[src/rtl/wb_host_master.sv]
// Wishbone classic single-transfer master: one bus cycle per valid/ready command,
// one valid/ready response per bus cycle, with a per-cycle wait timeout.
module wb_host_master #(
  parameter int AW      = 32,
  parameter int DW      = 32,
  parameter int TIMEOUT = 255
) (
  input  logic            wb_clk_i,
  input  logic            wb_rst_ni,
  input  logic            cmd_valid_i,
  output logic            cmd_ready_o,
  input  logic            cmd_we_i,
  input  logic [AW-1:0]   cmd_adr_i,
  input  logic [DW-1:0]   cmd_dat_i,
  input  logic [DW/8-1:0] cmd_sel_i,
  output logic            rsp_valid_o,
  input  logic            rsp_ready_i,
  output logic [DW-1:0]   rsp_dat_o,
  output logic            rsp_err_o,
  output logic            rsp_tmo_o,
  output logic            wbm_cyc_o,
  output logic            wbm_stb_o,
  output logic            wbm_we_o,
  output logic [AW-1:0]   wbm_adr_o,
  output logic [DW-1:0]   wbm_dat_o,
  output logic [DW/8-1:0] wbm_sel_o,
  input  logic            wbm_ack_i,
  input  logic            wbm_err_i,
  input  logic [DW-1:0]   wbm_dat_i
);

  // state | meaning
  // IDLE  | ready for a command, bus idle
  // BUS   | cyc/stb asserted, waiting for ack/err or timeout
  // RESP  | response held until rsp_ready_i
  typedef enum logic [1:0] {IDLE, BUS, RESP} state_t;

  localparam int CW = (TIMEOUT > 0) ? $clog2(TIMEOUT + 1) : 1;
  localparam logic [CW-1:0] TMO_CNT = CW'(TIMEOUT);

  state_t        state;
  logic [CW-1:0] wait_cnt;
  logic [CW-1:0] wait_nxt;

  // Timeout fires on the edge where the saturating count reaches TIMEOUT,
  // so stb is high for exactly TIMEOUT cycles.
  assign wait_nxt = (wait_cnt == '1) ? wait_cnt : wait_cnt + CW'(1);

  assign cmd_ready_o = (state == IDLE);
  assign wbm_cyc_o   = (state == BUS);
  assign wbm_stb_o   = (state == BUS);
  assign rsp_valid_o = (state == RESP);

  always_ff @(posedge wb_clk_i or negedge wb_rst_ni) begin
    if (!wb_rst_ni) begin
      state     <= IDLE;
      wait_cnt  <= '0;
      wbm_we_o  <= 1'b0;
      wbm_adr_o <= '0;
      wbm_dat_o <= '0;
      wbm_sel_o <= '0;
      rsp_dat_o <= '0;
      rsp_err_o <= 1'b0;
      rsp_tmo_o <= 1'b0;
    end else begin
      case (state)
        IDLE: begin
          if (cmd_valid_i) begin
            wbm_we_o  <= cmd_we_i;
            wbm_adr_o <= cmd_adr_i;
            wbm_dat_o <= cmd_dat_i;
            wbm_sel_o <= cmd_sel_i;
            wait_cnt  <= '0;
            state     <= BUS;
          end
        end
        BUS: begin
          if (wbm_err_i) begin
            rsp_err_o <= 1'b1;
            rsp_tmo_o <= 1'b0;
            rsp_dat_o <= '0;
            state     <= RESP;
          end else if (wbm_ack_i) begin
            rsp_err_o <= 1'b0;
            rsp_tmo_o <= 1'b0;
            rsp_dat_o <= wbm_we_o ? '0 : wbm_dat_i;
            state     <= RESP;
          end else if ((TIMEOUT != 0) && (wait_nxt == TMO_CNT)) begin
            rsp_err_o <= 1'b1;
            rsp_tmo_o <= 1'b1;
            rsp_dat_o <= '0;
            state     <= RESP;
          end else begin
            wait_cnt <= wait_nxt;
          end
        end
        RESP: begin
          if (rsp_ready_i) state <= IDLE;
        end
        default: state <= IDLE;
      endcase
    end
  end

endmodule

[config.mk]
export PLATFORM = sky130hd
export DESIGN_NAME = wb_host_master
export DESIGN_NICKNAME = d
export VERILOG_FILES = /design/src/rtl/wb_host_master.sv
export SDC_FILE = /design/constraint.sdc
export NUM_CORES = 1
export LEC_CHECK = 0
export CAP_MARGIN = 20
export CORE_MARGIN = 4
export CORE_UTILIZATION = 44
export CTS_CLUSTER_DIAMETER = 200
export DETAILED_ROUTE_END_ITERATION = 8
export PLACE_DENSITY = 0.81
export SYNTH_ARGS = -nofsm -noshare
export SYNTH_HDL_FRONTEND = slang
export SYNTH_SLANG_ARGS = --single-unit
[constraint.sdc]
create_clock -name wb_clk_i -period 4.8 [get_ports wb_clk_i]
set_clock_uncertainty 0.1 [all_clocks]
set_input_delay 0.72 -clock wb_clk_i [delete_from_list [all_inputs] [get_ports wb_clk_i]]
set_output_delay 0.72 -clock wb_clk_i [all_outputs]
set_load 0.01 [all_outputs]
==> impl_metrics.env, run 1 <==
export IMPL_outcome="complete, no violations"
export IMPL_p_seq_share_pct=35.1
export IMPL_ctsHtreeMaxLevel=4
export IMPL_powerDensity_nw_per_um2=633
export IMPL_worstHoldPathType="input port to async pin"
export IMPL_crit_path_end_kind="output pin"
export IMPL_io_buffers=213
export IMPL_synth_edff_count=0
export IMPL_crit_chain="nor2b_1, clkdlybuf4s50_1"
export IMPL_initial_core_util_pct=45.6
export IMPL_fin_ws_ns=1.72
export IMPL_cpLargestDelayFamily="simple AND/OR/NAND/NOR gates"
export IMPL_critPathMaxStageDelay_ns=0.69
export IMPL_fin_crit_ns=3.08
export IMPL_synthFlopType="dfrtp_1"
export IMPL_reg2regPathDepth=6
export IMPL_critical_path_buf_inv_count=1
export IMPL_grt_setup_unrepaired="false"
export IMPL_worstMarginPinSlew_ns=0.916
export IMPL_grtUsageTotal_pct=22.4
export IMPL_critPathRequiredTime_ns=3.98
export IMPL_drive_above_1_share_pct=7.00
export IMPL_grt_pass1_wl_microns=20500
export IMPL_whs_ns=0.0353
export IMPL_die_height_microns=109
export IMPL_antenna_diode_count=0
export IMPL_maxSlewViolCount=0
export IMPL_synth_warnings=0
export IMPL_reg2reg_slack_ns=2.05
export IMPL_post_route_period_util_pct=64.2
export IMPL_numCtsBuffers=17
export IMPL_p_total_mw=4.61
export IMPL_post_drt_wl_per_cell_microns=16.6
export IMPL_synth_cell_type_count=39
export IMPL_max_slew_margin_rel_pct=38.9
export IMPL_cp_data_arrival_time_ns=2.26
export IMPL_rows=36
export IMPL_clock_path_buffers=2
export IMPL_synthArstFlopShare_pct=100
export IMPL_finalSetupViolCount=0
export IMPL_synth_nets=558
export IMPL_crit_path_max_fanout=11
export IMPL_crit_type="flop to output pin"
export IMPL_r2r_start="wait_cnt[0]"
export IMPL_cts_root_buf="clkbuf_8"
export IMPL_combinationalPowerShare_pct=40.3
export IMPL_viasPerCell=5.03
export IMPL_die_area_sq_um=12000
export IMPL_slowest_stage="nor2b_1"
export IMPL_ctsHoldBuffers=0
export IMPL_post_cts_buffers=0
export IMPL_clkPwrFrac_pct=24.6
export IMPL_p_int_mw=3.10
export IMPL_synth_ff_latch_count=113
export IMPL_gr_total_overflow=0
export IMPL_p_leak_nw=3.45
export IMPL_startpoint_type="flop"
export IMPL_dpl_hpwl_microns=9520
export IMPL_final_antenna_net_count=0
export IMPL_grt_max_degree=83
export IMPL_avgSynthCellArea_sq_um=10.0
export IMPL_place_ws_ns=2.03
export IMPL_antenna_found_initial=0
export IMPL_fmax_ghz=0.325
export IMPL_hold_viol_final=0
export IMPL_p_sw_mw=1.51
export IMPL_ys_seq_area_share_pct=62.6
export IMPL_die_w_microns=109
export IMPL_cts_sinks=113
export IMPL_peakVddDrop_v=0.000334
export IMPL_ctsResizeCount=0
export IMPL_p_sw_share_pct=32.7
export IMPL_wl_microns=13300
export IMPL_final_core_util_pct=73.5
export IMPL_tns_ns=0
export IMPL_nFillCells=700
export IMPL_place_gp_congestion=0.827
export IMPL_max_cap_violations=0
export IMPL_core_area_sq_um=9910
export IMPL_drc=0
export IMPL_clock_latency_ns=0.50
export IMPL_path_clk_slew_ns=0.05
export IMPL_io_pins=214
export IMPL_syn_inst=450
export IMPL_finalNetCount=768
export IMPL_drt_pass1_iterations=4
export IMPL_cts_tree="yes"
export IMPL_r2r_end="rsp_dat_o[7]"
export IMPL_drt_iter0_markers=264
export IMPL_num_vias=4041
export IMPL_syn_area_sq_um=4520
export IMPL_first_global_vias=4204
export IMPL_area_growth_pct=61.1
## sequential cells by signal, summed over array words and instances, names as in the netlist
name       flops
rsp_dat_o     32
rsp_err_o      1
rsp_tmo_o      1
state          2
wait_cnt       8
wbm_adr_o     32
wbm_dat_o     32
wbm_sel_o      4
wbm_we_o       1
## placed cells by master (no fill, tap or decap), types with 4 or more instances in the layout
master	Yosys	layout
a21oi_1	5	5
a31oi_1	4	4
a22o_1	32	32
clkbuf_16	0	16
clkinv_2	0	5
clkdlybuf4s50_1	0	212
nand2_1	216	215
dfrtp_1	113	113
nor2_1	6	6
buf_4	1	5
## Yosys cell counts (2+ instances only)
| cell type | number | share of area [%] |
|---|---|---|
| a21oi_1 | 5 | 0.55 |
| nor2b_1 | 3 | 0.42 |
| inv_1 | 3 | 0.25 |
| a311oi_1 | 2 | 0.39 |
| nand2_1 | 216 | 18 |
| and4_1 | 3 | 0.58 |
| a31oi_1 | 4 | 0.55 |
| buf_6 | 4 | 1.0 |
| and2_1 | 3 | 0.42 |
| dfrtp_1 | 113 | 63 |
| a22o_1 | 32 | 6.2 |
| clkbuf_1 | 20 | 1.7 |
| o21ai_1 | 2 | 0.22 |
| nor2_1 | 6 | 0.50 |
| and3_1 | 2 | 0.28 |
| buf_2 | 2 | 0.22 |
| nor3_1 | 2 | 0.22 |
| nand4_1 | 3 | 0.42 |
| nand3_1 | 3 | 0.33 |
| mux2i_1 | 3 | 0.66 |
## cells by family (layout without fill, tap and decap cells)
family                   after synthesis  count (layout)  synth area share, %
buffers and inverters                 30             251                 3.29
AND/OR/NAND/NOR                      246             246                 21.9
adder cells (fa/ha/maj)                1               1                0.277
multiplexers                           3               3                0.664
flip-flops                           113             113                 62.6
AO/OA/AOI/OAI                         57              57                 11.3
## worst max path at each step
stage	from	depth (start not counted)	end	slack (ns)
3_5_place_dp	cmd_valid_i	5	wait_cnt[5]	2.03
4_1_cts	state[1]	2	wbm_cyc_o	1.68
6_report	state[1]	2	wbm_stb_o	1.72
3_3_place_gp	cmd_valid_i	5	wbm_adr_o[25]	2.11
2_1_floorplan	wait_cnt[0]	8	rsp_dat_o[10]	2.66
5_1_grt	state[1]	2	wbm_stb_o	1.55
## metrics by stage
| step | std cells | area (sq um) |
|---|---|---|
| after floorplan | 450 | 4520 |
| after global placement | 773 | 6720 |
| after detailed placement | 773 | 6720 |
| after CTS | 803 | 7260 |
| after global routing | 804 | 7280 |
| final | 804 | 7280 |
## power by group through the flow
stage | clock [mW] | combinational, mW | sequential [mW]
after floorplan | 0 | 0.583 | 1.78
after global placement | 0 | 1.84 | 1.60
after detailed placement | 0 | 1.87 | 1.62
after CTS | 1.16 | 1.89 | 1.62
after global routing | 1.20 | 2.03 | 1.67
final | 1.13 | 1.86 | 1.62
## worst register-to-register path: stages (launching register included)
cell	delay (ns)
dfrtp_1	0.49
ha_1	0.33
and4_1	0.45
a32oi_4	0.18
a311oi_4	0.46
o21ai_4	0.30
a22o_1	0.32
## routing by layer
layer	track usage (%)	wire (microns)
met1	25.6	5180
met2	36.4	6220
met3	11.2	1710
met4	8.10	203
met5	0	0
## cell type report
class | count | area [sq um] | area share, %
tap | 133 | 166 | 2.28
timing repair buffer | 218 | 2190 | 30.0
inverter | 3 | 11.3 | 0.155
clock buffer | 19 | 422 | 5.79
clock inverter | 11 | 118 | 1.61
multi-input combinational | 307 | 1550 | 21.3
sequential | 113 | 2830 | 38.8
(Power assumes the default switching activity.)
==> run 2: changes to the inputs <==
- CORE_UTILIZATION: 44 -> 37
- PLACE_DENSITY: 0.81 -> 0.72
- clock period: 4.8 -> 2.7 ns (I/O delays scaled with it)
==> run 2 against run 1 <==
Effect of this change:
- setup slack got worse by 1.5 ns
- via count fell by 1.7%
- first-iteration DRC count fell by 5.3%
- critical endpoint is now rsp_dat_o[17]
- largest power group unchanged
==> impl_metrics.env, run 2 (same netlist as run 1, synthesis figures left out) <==
export IMPL_final_common_cell="nand2_1"
export IMPL_reg_largest_list="rsp_dat_o: 32 flops, wbm_adr_o: 32 flops, wbm_dat_o: 32 flops"
export IMPL_fmax_ghz=0.409
export IMPL_antenna_diode_count=0
export IMPL_critPathMaxStageDelay_ns=0.44
export IMPL_die_height_microns=119
export IMPL_fin_crit_ns=2.44
export IMPL_use_met2_pct=30.2
export IMPL_p_sw_mw=2.66
export IMPL_startpoint_type="flop"
export IMPL_powerDensity_nw_per_um2=1140
export IMPL_maxSlewViolCount=0
export IMPL_post_drt_wl_per_cell_microns=15.7
export IMPL_numPlacedInstances=793
export IMPL_reg2regPathDepth=7
export IMPL_io_buffers=213
export IMPL_grt_pass1_wl_microns=20900
export IMPL_combinationalPowerShare_pct=39.0
export IMPL_numCtsBuffers=17
export IMPL_tns_ns=0
export IMPL_first_global_vias=4041
export IMPL_hold_viol_final=0
export IMPL_nFillCells=962
export IMPL_path_clk_slew_ns=0.05
export IMPL_die_area_sq_um=14100
export IMPL_cts_root_buf="clkbuf_16"
export IMPL_worstMarginPinSlew_ns=0.469
export IMPL_grtUsageTotal_pct=18.7
export IMPL_wl_microns=13000
export IMPL_slowest_stage="dfrtp_1"
export IMPL_crit_path_end_kind="flop"
export IMPL_p_int_mw=5.83
export IMPL_cp_data_arrival_time_ns=2.62
export IMPL_drt_iter0_markers=250
export IMPL_max_slew_margin_rel_pct=68.7
export IMPL_crit_type="flop to flop"
export IMPL_final_antenna_net_count=0
export IMPL_crit_chain="ha_1, and4_1, a32oi_4, a311oi_4, o21ai_4, buf_12, a22o_1"
export IMPL_drt_pass1_iterations=5
export IMPL_grt_setup_unrepaired="false"
export IMPL_ctsHoldBuffers=1
export IMPL_p_seq_share_pct=33.7
export IMPL_cts_tree="yes"
export IMPL_area_growth_pct=64.4
export IMPL_whs_path_depth=2
export IMPL_clock_latency_ns=0.40
export IMPL_viasPerCell=4.81
export IMPL_most_common_layout_cells="nand2_1, clkdlybuf4s50_1, dfrtp_1"
export IMPL_grt_use_met3_pct=6.94
export IMPL_post_cts_buffers=0
export IMPL_p_sw_share_pct=31.3
export IMPL_whs_ns=0.370
export IMPL_clkPwrFrac_pct=27.4
export IMPL_crit_path_max_fanout=33
export IMPL_use_met1_pct=23.3
export IMPL_grt_busiest_layer="met2"
export IMPL_num_vias=3971
export IMPL_finalSetupViolCount=0
export IMPL_cpLargestDelayFamily="compound AO/OA/AOI/OAI gates"
export IMPL_peakVddDrop_v=0.000636
export IMPL_drive_above_1_share_pct=8.11
export IMPL_ctsHtreeMaxLevel=4
export IMPL_post_route_period_util_pct=90.5
export IMPL_ctsResizeCount=0
export IMPL_drc=0
export IMPL_dpl_hpwl_microns=9270
export IMPL_critPathRequiredTime_ns=2.88
export IMPL_io_pins=214
export IMPL_cts_sinks=113
export IMPL_clock_path_buffers=2
export IMPL_fin_ws_ns=0.256
export IMPL_initial_core_util_pct=37.8
export IMPL_worstHoldPathType="flop to flop"
export IMPL_max_cap_violations=0
export IMPL_die_w_microns=119
export IMPL_place_gp_congestion=0.877
export IMPL_stdcell_count=825
export IMPL_critical_path_buf_inv_count=1
export IMPL_gr_total_overflow=0
export IMPL_p_leak_nw=3.53
export IMPL_grt_max_degree=47
export IMPL_antenna_found_initial=0
export IMPL_core_area_sq_um=12000
export IMPL_place_ws_ns=0.292
export IMPL_finalNetCount=774
export IMPL_crit_cells=7
export IMPL_outcome="complete, no violations"
export IMPL_rows=40
[run 2: routing by layer]
metal,vias up,part of all wire [%]
met1,1880,43
met2,174,49
met5,-,0
met3,6,7.4
met4,0,0.78
li1,1911,-
[run 2: worst min-delay path: stages (launching register included)]
cell,delay [ns]
dfrtp_1,0.34
nand2_1,0.05
nand2_1,0.05
[run 2: final cells by class]
cell class	count	area (sq um)	area share (%)
clock inverter	12	164	2.21
timing repair buffer	224	2240	30.1
inverter	3	11.3	0.152
multi-input combinational	307	1550	20.9
tap	147	184	2.47
sequential	113	2830	38.0
clock buffer	19	453	6.09
[run 2: power by group through the flow]
stage | Clock [mW] | Sequential (mW) | Combinational [mW]
2_1_floorplan | 0 | 3.16 | 1.04
3_3_place_gp | 0 | 2.85 | 3.28
3_5_place_dp | 0 | 2.87 | 3.34
4_1_cts | 2.38 | 2.86 | 3.36
5_1_grt | 2.46 | 2.96 | 3.59
6_report | 2.32 | 2.86 | 3.31
[run 2: path summary, 6_finish.rpt]
check                             start             to  slack [ns]
setup reg to reg            wait_cnt[0]  rsp_dat_o[17]        0.26
hold / removal             wbm_dat_o[0]   wbm_dat_o[0]        0.37
max in group asynchronous     wb_rst_ni    wait_cnt[1]        1.28
min in group asynchronous     wb_rst_ni  wbm_adr_o[27]        0.40
hold reg to reg            wbm_dat_o[0]   wbm_dat_o[0]        0.37
setup / recovery            wait_cnt[0]  rsp_dat_o[17]        0.26
[run 2: per-stage QoR]
step           area [sq um]  total power [mW]  util (%)
3_5_place_dp           6810              6.22      56.9
4_1_cts                7430              8.60      62.1
3_3_place_gp           6810              6.12      56.9
2_1_floorplan          4520              4.20         -
5_1_grt                7430              9.01      62.1
6_report               7430              8.49      62.1
==> run 3: changes to the inputs <==
- SKIP_LAST_GASP: not set -> 1
==> results of run 3 <==
Same layout as run 2: the final DEF is identical, and so are final timing and power.
